$ cat config.mk
export PLATFORM = sky130hd
export DESIGN_NAME = vend_coin_arbiter
export DESIGN_NICKNAME = d
export VERILOG_FILES = /design/src/rtl/vend_coin_arbiter.sv
export SDC_FILE = /design/constraint.sdc
export NUM_CORES = 1
export LEC_CHECK = 0
export ABC_AREA = 1
export ABC_CLOCK_PERIOD_IN_PS = 2700
export CAP_MARGIN = 20
export CORE_MARGIN = 4
export CORE_UTILIZATION = 56
export DETAILED_ROUTE_END_ITERATION = 16
export PLACE_DENSITY = 0.8
export REMOVE_ABC_BUFFERS = 1
export SKIP_LAST_GASP = 1
export SLEW_MARGIN = 15
export SYNTH_ARGS = -nofsm -noshare
export SYNTH_HDL_FRONTEND = slang
export SYNTH_SLANG_ARGS = --single-unit
$ cat constraint.sdc
create_clock -name clk -period 2.7 [get_ports clk]
set_input_delay 0.405 -clock clk [delete_from_list [all_inputs] [get_ports clk]]
set_output_delay 0.405 -clock clk [all_outputs]
set_load 0.02 [all_outputs]
$ cat src/rtl/vend_coin_arbiter.sv
// Two-slot coin arbiter in front of one vending core.
// Per-slot coin FIFOs, round-robin grant, timeout abort with refund.
module vend_coin_arbiter #(
  parameter int FIFO_DEPTH  = 4,
  parameter int TIMEOUT     = 16,
  parameter int PRICE_UNITS = 3
) (
  input  logic       clk,
  input  logic       rst,
  input  logic [1:0] coin_a,
  input  logic [1:0] coin_b,
  output logic       reject_a,
  output logic       reject_b,
  output logic [1:0] core_in,
  output logic       core_rst,
  input  logic       core_out,
  input  logic [1:0] core_change,
  output logic       vend_a,
  output logic       vend_b,
  output logic [1:0] change_a,
  output logic [1:0] change_b,
  output logic [2:0] refund_a,
  output logic       refund_vld_a,
  output logic [2:0] refund_b,
  output logic       refund_vld_b,
  output logic       busy,
  output logic       owner
);

  localparam int AW = $clog2(FIFO_DEPTH);
  localparam int TW = $clog2(TIMEOUT);
  localparam logic [2:0] PRICE = 3'(PRICE_UNITS);
  localparam logic [TW-1:0] TLAST = TW'(TIMEOUT - 1);

  typedef enum logic [1:0] {
    IDLE  = 2'd0,
    FEED  = 2'd1,
    ABORT = 2'd2
  } state_t;

  state_t state, nxt;

  logic [1:0]    mem [2][FIFO_DEPTH];
  logic [AW:0]   wp [2];
  logic [AW:0]   rp [2];
  logic [1:0]    coin [2];
  logic [1:0]    head [2];
  logic [1:0]    empty, full;
  logic [1:0]    push, pop, rej;

  logic          rr;
  logic [2:0]    credit;
  logic [TW-1:0] timer;
  logic          grant, gsel;
  logic          feed_pop, vend_now, abort_now;
  logic [3:0]    sum;

  assign coin[0] = coin_a;
  assign coin[1] = coin_b;

  // FIFO status and push/pop/reject decisions per slot
  always_comb begin
    for (int s = 0; s < 2; s++) begin
      empty[s] = (wp[s] == rp[s]);
      full[s]  = (wp[s][AW] != rp[s][AW]) &&
                 (wp[s][AW-1:0] == rp[s][AW-1:0]);
      head[s]  = mem[s][rp[s][AW-1:0]];
      pop[s]   = feed_pop && (owner == s[0]);
      push[s]  = (coin[s] == 2'b01 || coin[s] == 2'b10) &&
                 (!full[s] || pop[s]);
      rej[s]   = (coin[s] == 2'b11) ||
                 ((coin[s] != 2'b00) && full[s] && !pop[s]);
    end
  end

  // FIFO storage and pointers
  always_ff @(posedge clk) begin
    if (!rst) begin
      for (int s = 0; s < 2; s++) begin
        wp[s] <= '0;
        rp[s] <= '0;
      end
    end else begin
      for (int s = 0; s < 2; s++) begin
        if (push[s]) begin
          mem[s][wp[s][AW-1:0]] <= coin[s];
          wp[s] <= wp[s] + 1'b1;
        end
        if (pop[s]) rp[s] <= rp[s] + 1'b1;
      end
    end
  end

  // FSM state register
  always_ff @(posedge clk) begin
    if (!rst) state <= IDLE;
    else      state <= nxt;
  end

  // FSM next state and per-cycle control decisions
  always_comb begin
    nxt       = state;
    grant     = 1'b0;
    gsel      = rr;
    feed_pop  = 1'b0;
    vend_now  = 1'b0;
    abort_now = 1'b0;
    unique case (state)
      IDLE: begin
        if (!empty[0] || !empty[1]) begin
          grant = 1'b1;
          if (empty[0])      gsel = 1'b1;
          else if (empty[1]) gsel = 1'b0;
          nxt = FEED;
        end
      end
      FEED: begin
        if (core_out) begin
          vend_now = 1'b1;
          nxt      = IDLE;
        end else begin
          feed_pop = !empty[owner] && (credit < PRICE);
          if (!feed_pop && timer == TLAST) begin
            abort_now = 1'b1;
            nxt       = ABORT;
          end
        end
      end
      ABORT:   nxt = IDLE;
      default: nxt = IDLE;
    endcase
  end

  // saturating credit update for the coin being popped
  always_comb begin
    sum = {1'b0, credit} + {2'b00, head[owner]};
  end

  // transaction bookkeeping and registered outputs
  always_ff @(posedge clk) begin
    if (!rst) begin
      rr       <= 1'b0;
      owner    <= 1'b0;
      credit   <= '0;
      timer    <= '0;
      core_in  <= 2'b00;
      vend_a   <= 1'b0;
      vend_b   <= 1'b0;
      change_a <= 2'b00;
      change_b <= 2'b00;
      reject_a <= 1'b0;
      reject_b <= 1'b0;
    end else begin
      core_in  <= feed_pop ? head[owner] : 2'b00;
      vend_a   <= vend_now && !owner;
      vend_b   <= vend_now && owner;
      change_a <= (vend_now && !owner) ? core_change : 2'b00;
      change_b <= (vend_now && owner) ? core_change : 2'b00;
      reject_a <= rej[0];
      reject_b <= rej[1];
      if (grant) begin
        owner  <= gsel;
        credit <= '0;
        timer  <= '0;
      end else if (state == FEED) begin
        if (vend_now) begin
          credit <= '0;
          timer  <= '0;
          rr     <= ~owner;
        end else if (feed_pop) begin
          credit <= sum[3] ? 3'd7 : sum[2:0];
          timer  <= '0;
        end else if (!abort_now) begin
          timer <= timer + 1'b1;
        end
      end else if (state == ABORT) begin
        credit <= '0;
        timer  <= '0;
        rr     <= ~owner;
      end
    end
  end

  assign busy         = (state != IDLE);
  assign core_rst     = (state == ABORT);
  assign refund_vld_a = core_rst && !owner;
  assign refund_vld_b = core_rst && owner;
  assign refund_a     = refund_vld_a ? credit : 3'd0;
  assign refund_b     = refund_vld_b ? credit : 3'd0;

endmodule

# Word-level counts from Yosys, hierarchy flattened
# Memories as Yosys holds them, arrays and structs flattened.
# Cells that the tools add are included.
# totals
regBits	21
mem_bits_rw	28
inputBits	9
out_inout_bits	21
elab_cells	175
memories	3
# classes
n_addsub	6
order_cmp	9
n_eq_ne	20
muxes	66
n_bitwise	12
n_reduce_logical	47
# mem_list
memory	depth	width	read_ports	rd_clocked_by_memory_dff	wr	line	rtl
mem	2	8	2	0	2	43	logic [1:0] mem [2][FIFO_DEPTH];
rp	2	3	2	0	2	45	logic [AW:0] rp [2];
wp	2	3	2	0	2	44	logic [AW:0] wp [2];
# op_table
cell	count
3-bit two-way mux	11
1-bit two-way mux	31
2-bit two-way mux	12
4-bit two-way mux	5
1-bit logical AND	18
8-bit two-way mux	2
3-bit by 1-bit adder with 3-bit output, second input constant	4
3-bit >= comparator, second input constant	4
2-bit inverter with 3-bit output	4
2-bit AND reduction	6
2-bit == test, second input constant	5
1-bit zero test	9
2-bit binary-select mux with 2-bit select	2
2-bit demux with 2-bit select	2
2-bit nonzero test	4
1-bit logical OR	7
2-bit by 1-bit == test with 1-bit output, second input constant	3
3-bit == test	2
3-bit by 1-bit < comparator with 1-bit output, second input constant	2
3-bit != test, second input constant	2
3-bit by 2-bit adder with 4-bit output	1
4-bit by 1-bit adder with 4-bit output, second input constant	1
2-bit == test	2
4-bit == test, second input constant	1
other kinds (13)	20

# Depth between registers and ports, before layout
# depth
word_depth	14
depth_mapped	12
depth_no_buf	12

# Worst setup path after synthesis
# OpenSTA, ideal clock, no wires.
# synth_timing
path_kind	register to register
startpoint	reg owner
endpoint	reg credit[2]
setup_time_ps	70
arrival_time_ps	1970
t_required_ps	2630
setup_slack_ps	660
path_stages_with_launch	12
period_less_slack_ps	2040
path_cell_list	dfxtp_1 -> inv_1 -> o221ai_1 -> o21ai_0 -> inv_1 -> ha_1 -> inv_1 -> fa_1 -> xor2_1 -> a21oi_1 -> o21ai_1 -> a21oi_1
# synth_via
elab_chain_cells	9
word_cells_on_any_way	17
cone_classes	add/sub (1); eq/ne (1); mux (11); bitwise (1); reduce/logical (3)
# synth_rtl
element	line	rtl
start: declaration	27	output logic owner
start signal: assignment	162	owner <= gsel;
1-bit inverter with 2-bit output (not written as such)	136	sum = {1'b0, credit} + {2'b00, head[owner]};
2-bit two-way mux (not written as such) (3 in a row)	136	
3-bit by 2-bit adder with 4-bit output	136	
3-bit two-way mux	171	credit <= sum[3] ? 3'd7 : sum[2:0];
3-bit two-way mux	170	end else if (feed_pop) begin
3-bit two-way mux	166	if (vend_now) begin
3-bit two-way mux	165	end else if (state == FEED) begin
end signal: assignment	171	
end: declaration	52	logic [2:0] credit;
# Parallel ways exist; a longest one is shown, timed or not. The select of a mux whose other input is x is not followed.
# A chain may end at the register's enable or synchronous reset.

==> flow_summary.toml <==
[finish]
fillerInstances = 369
diodes = 0
drive_gt1_frac = 0.0831
final_common_cell = "inv_1"
syn2layout_area_growth_pct = 16.7
final_nets = 366
final_cell_mix = "60 x inv_1, 50 x nor2_1, 44 x nand2_1"
stdcell_count = 389

[die]
dieArea_mm2 = 0.00583
die_h_um = 76.3
dieWidth_um = 76.3
num_rows = 24
initial_core_util = 0.588
fp.coreArea_mm2 = 0.00444
io_pins = 30

[sta]
tightest_slew_ns = 0.469
hold-worst-slack_ns = 0.476
finalSetupViolCount = 0
hold_viol = 0
rsz0062_at_grt = "no"
layout_min_cycle_time_ns = 2.42
drv_slew = 0
relSlewSlack = 0.687
fmax_mhz = 413
tns_ns = 0
period_share = 0.896
finalClockSkew_ns = 0.00751

[worst_setup_path]
crit_arrival_ns = 2.67
path_delay_family = "compound AO/OA/AOI/OAI gates"
reg2regPathDepth = 12
startpoint_type = "flip-flop"
cp_max_fo = 8
r2r_end = "credit[2]"
crit_slowest_cell = "edfxtp_1"
crit_buf_inv = 3
crit_required_ns = 2.95
ff2ff_setup_slack_ns = 0.28
end_kind = "flip-flop"
rr_startpoint = "rp[0][0]"
slowest_delay_ns = 0.53
crit_path_frequent_cell = "inv_1"
path_cells = "inv_1 -> nor2_1 -> o221ai_1 -> o21ai_0 -> inv_1 -> ha_1 -> inv_1 -> fa_1 -> xor2_1 -> a21oi_1 -> o21ai_1 -> a21oi_1"
crit_type = "reg2reg"

[clocking]
cts.path.max_buffers = 2
post_cts_buffers = 0
clock_latency_ns = 0.31
cts-root-buf = "clkbuf_8"
tritoncts = "done"
cts_hold_buf = 0
ctsResizeCount = 0
clkTransAtPathRegs_ns = 0.09
clock-sinks = 49
cts_buffers = 5
htree_levels = 2

[placed_design]
dp_hpwl_mm = 4.01
placedCellCount = 381
numPortBuffers = 29
place_congestion = 0.856

[routing]
vias = 2012
drtAntennaViolNets = 0
drt_iter0_markers = 143
routedWlPerCell_um = 13.0
finalWirelength_mm = 5.07
dr.pass1.iters = 4
vias_per_cell = 5.17
route.detailed.drc = 0

[power_and_ir_drop]
power.switching_uw = 615
p_per_area_mw_per_mm2 = 616
p_clk_frac = 0.236
combPwrFrac = 0.270
p_leak_uw = 0.00126
p_int_uw = 1260
swShare = 0.327
p_seq_frac = 0.493
peakVddDrop_uv = 410

[logic_synthesis]
synthArstFlopShare = 0
ys_seq_elements = 49
synth_top_cell_area_share = 0.322
syn_inst = 301
avgSynthCellArea_um2 = 8.69
synthTopCellsByArea = "edfxtp_1 32%, dfxtp_1 16%, ha_1 9.6%"
yosys.area.top_type = "edfxtp_1"
ys_seq_area_frac = 0.482
ys.flop_type = "edfxtp_1"
synth_warnings = 0
synthDistinctLibCells = 27
synth_area_mm2 = 0.00262
synth_edf_count = 28

[global_route]
grt_first_pass_wirelength_mm = 8.76
grt_pass1_vias = 1941
grt.overflow.total = 0
antenna_found_initial = 0
grt_start_max_net_pins = 15
track_usage = 0.187

[worst_hold_path]
hp-start = "rr"
min_path_cells = 2
hold_path_end = "rr"
hold_class = "reg2reg"

[run_status]
status = "finished, final reports clean"

[run]
cap_viol_max_count = 0
## tightest hold or removal path: stages, from the launching register on
cell	delay, ns
dfxtp_1	0.31
inv_1	0.07
a21oi_1	0.06
## layout make-up
type,instances,area (µm²),area share
clock buffer,8,91.3,0.0299
inverter,61,229,0.0750
multi-input combinational,189,1110,0.363
sequential,49,1260,0.413
tap,52,65.1,0.0213
timing repair buffer,30,298,0.0975
## cells in the mapped netlist (2+ instances only)
| cell | instances |
|---|---|
| a21oi_1 | 12 |
| nor2_1 | 50 |
| nand2_1 | 44 |
| nand4_2 | 2 |
| o21ai_0 | 17 |
| inv_1 | 60 |
| o21ai_1 | 3 |
| nand3_2 | 2 |
| o22ai_1 | 2 |
| dfxtp_1 | 21 |
| xnor2_1 | 6 |
| nand4_1 | 2 |
| a21oi_2 | 5 |
| ha_1 | 20 |
| o221ai_1 | 2 |
| edfxtp_1 | 28 |
| nor2_2 | 3 |
| nand3_1 | 5 |
| xor2_1 | 2 |
| nor3_1 | 2 |
| nand2_2 | 6 |
| nand3b_1 | 2 |
## cell families (layout without fill, tap and decap cells)
logic type               Yosys count  count (layout)  synth area share
AND/OR/NAND/NOR                  119             119             0.204
buffers and inverters             63              99            0.0938
flip-flops                        49              49             0.482
AO/OA/AOI/OAI                     41              41            0.0895
adder cells (fa/ha/maj)           21              21             0.103
XOR/XNOR                           8               8            0.0268
## per-stage QoR
step	worst slack, ns	power [µW]	instance area, µm²	util
2_1_floorplan	0.660	1300	2600	-
3_3_place_gp	0.421	1430	2960	0.666
3_5_place_dp	0.328	1450	2960	0.666
4_1_cts	0.272	1890	3050	0.687
5_1_grt	0.0366	2000	3050	0.687
6_report	0.280	1880	3050	0.687
## flip-flops by register name (all words and copies together), names as in the netlist
register and flops:
mem 16, rp 6, wp 6, timer 4
credit 3, change_a 2, change_b 2, core_in 2
state 2, owner 1, reject_a 1, reject_b 1
rr 1, vend_a 1, vend_b 1
## worst max-delay path by stage
stage,start,to,slack (ns),cells after the start
after global routing,rp[0][0],credit[2],0.04,12
after detailed placement,rp[0][0],credit[2],0.33,12
after global placement,core_out,mem[0][10],0.42,6
final,rp[0][0],credit[2],0.28,12
after CTS,rp[0][0],credit[2],0.27,12
after floorplan,owner,credit[2],0.66,11
## power groups by stage
stage	combinational [µW]	clock, µW	sequential [µW]
2_1_floorplan	356	0	941
3_3_place_gp	488	0	941
3_5_place_dp	506	0	946
4_1_cts	511	452	928
5_1_grt	579	480	939
6_report	508	444	927
## layer usage
metal / GRT usage / share of wire / up-vias
li1: - / - / 1022
met4: 0.0870 / 0.027 / 0
met3: 0.0390 / 0.041 / 13
met1: 0.224 / 0.45 / 934
met2: 0.320 / 0.48 / 43
met5: 0 / 0 / -
No activity file was read; power rests on OpenSTA's default activity.
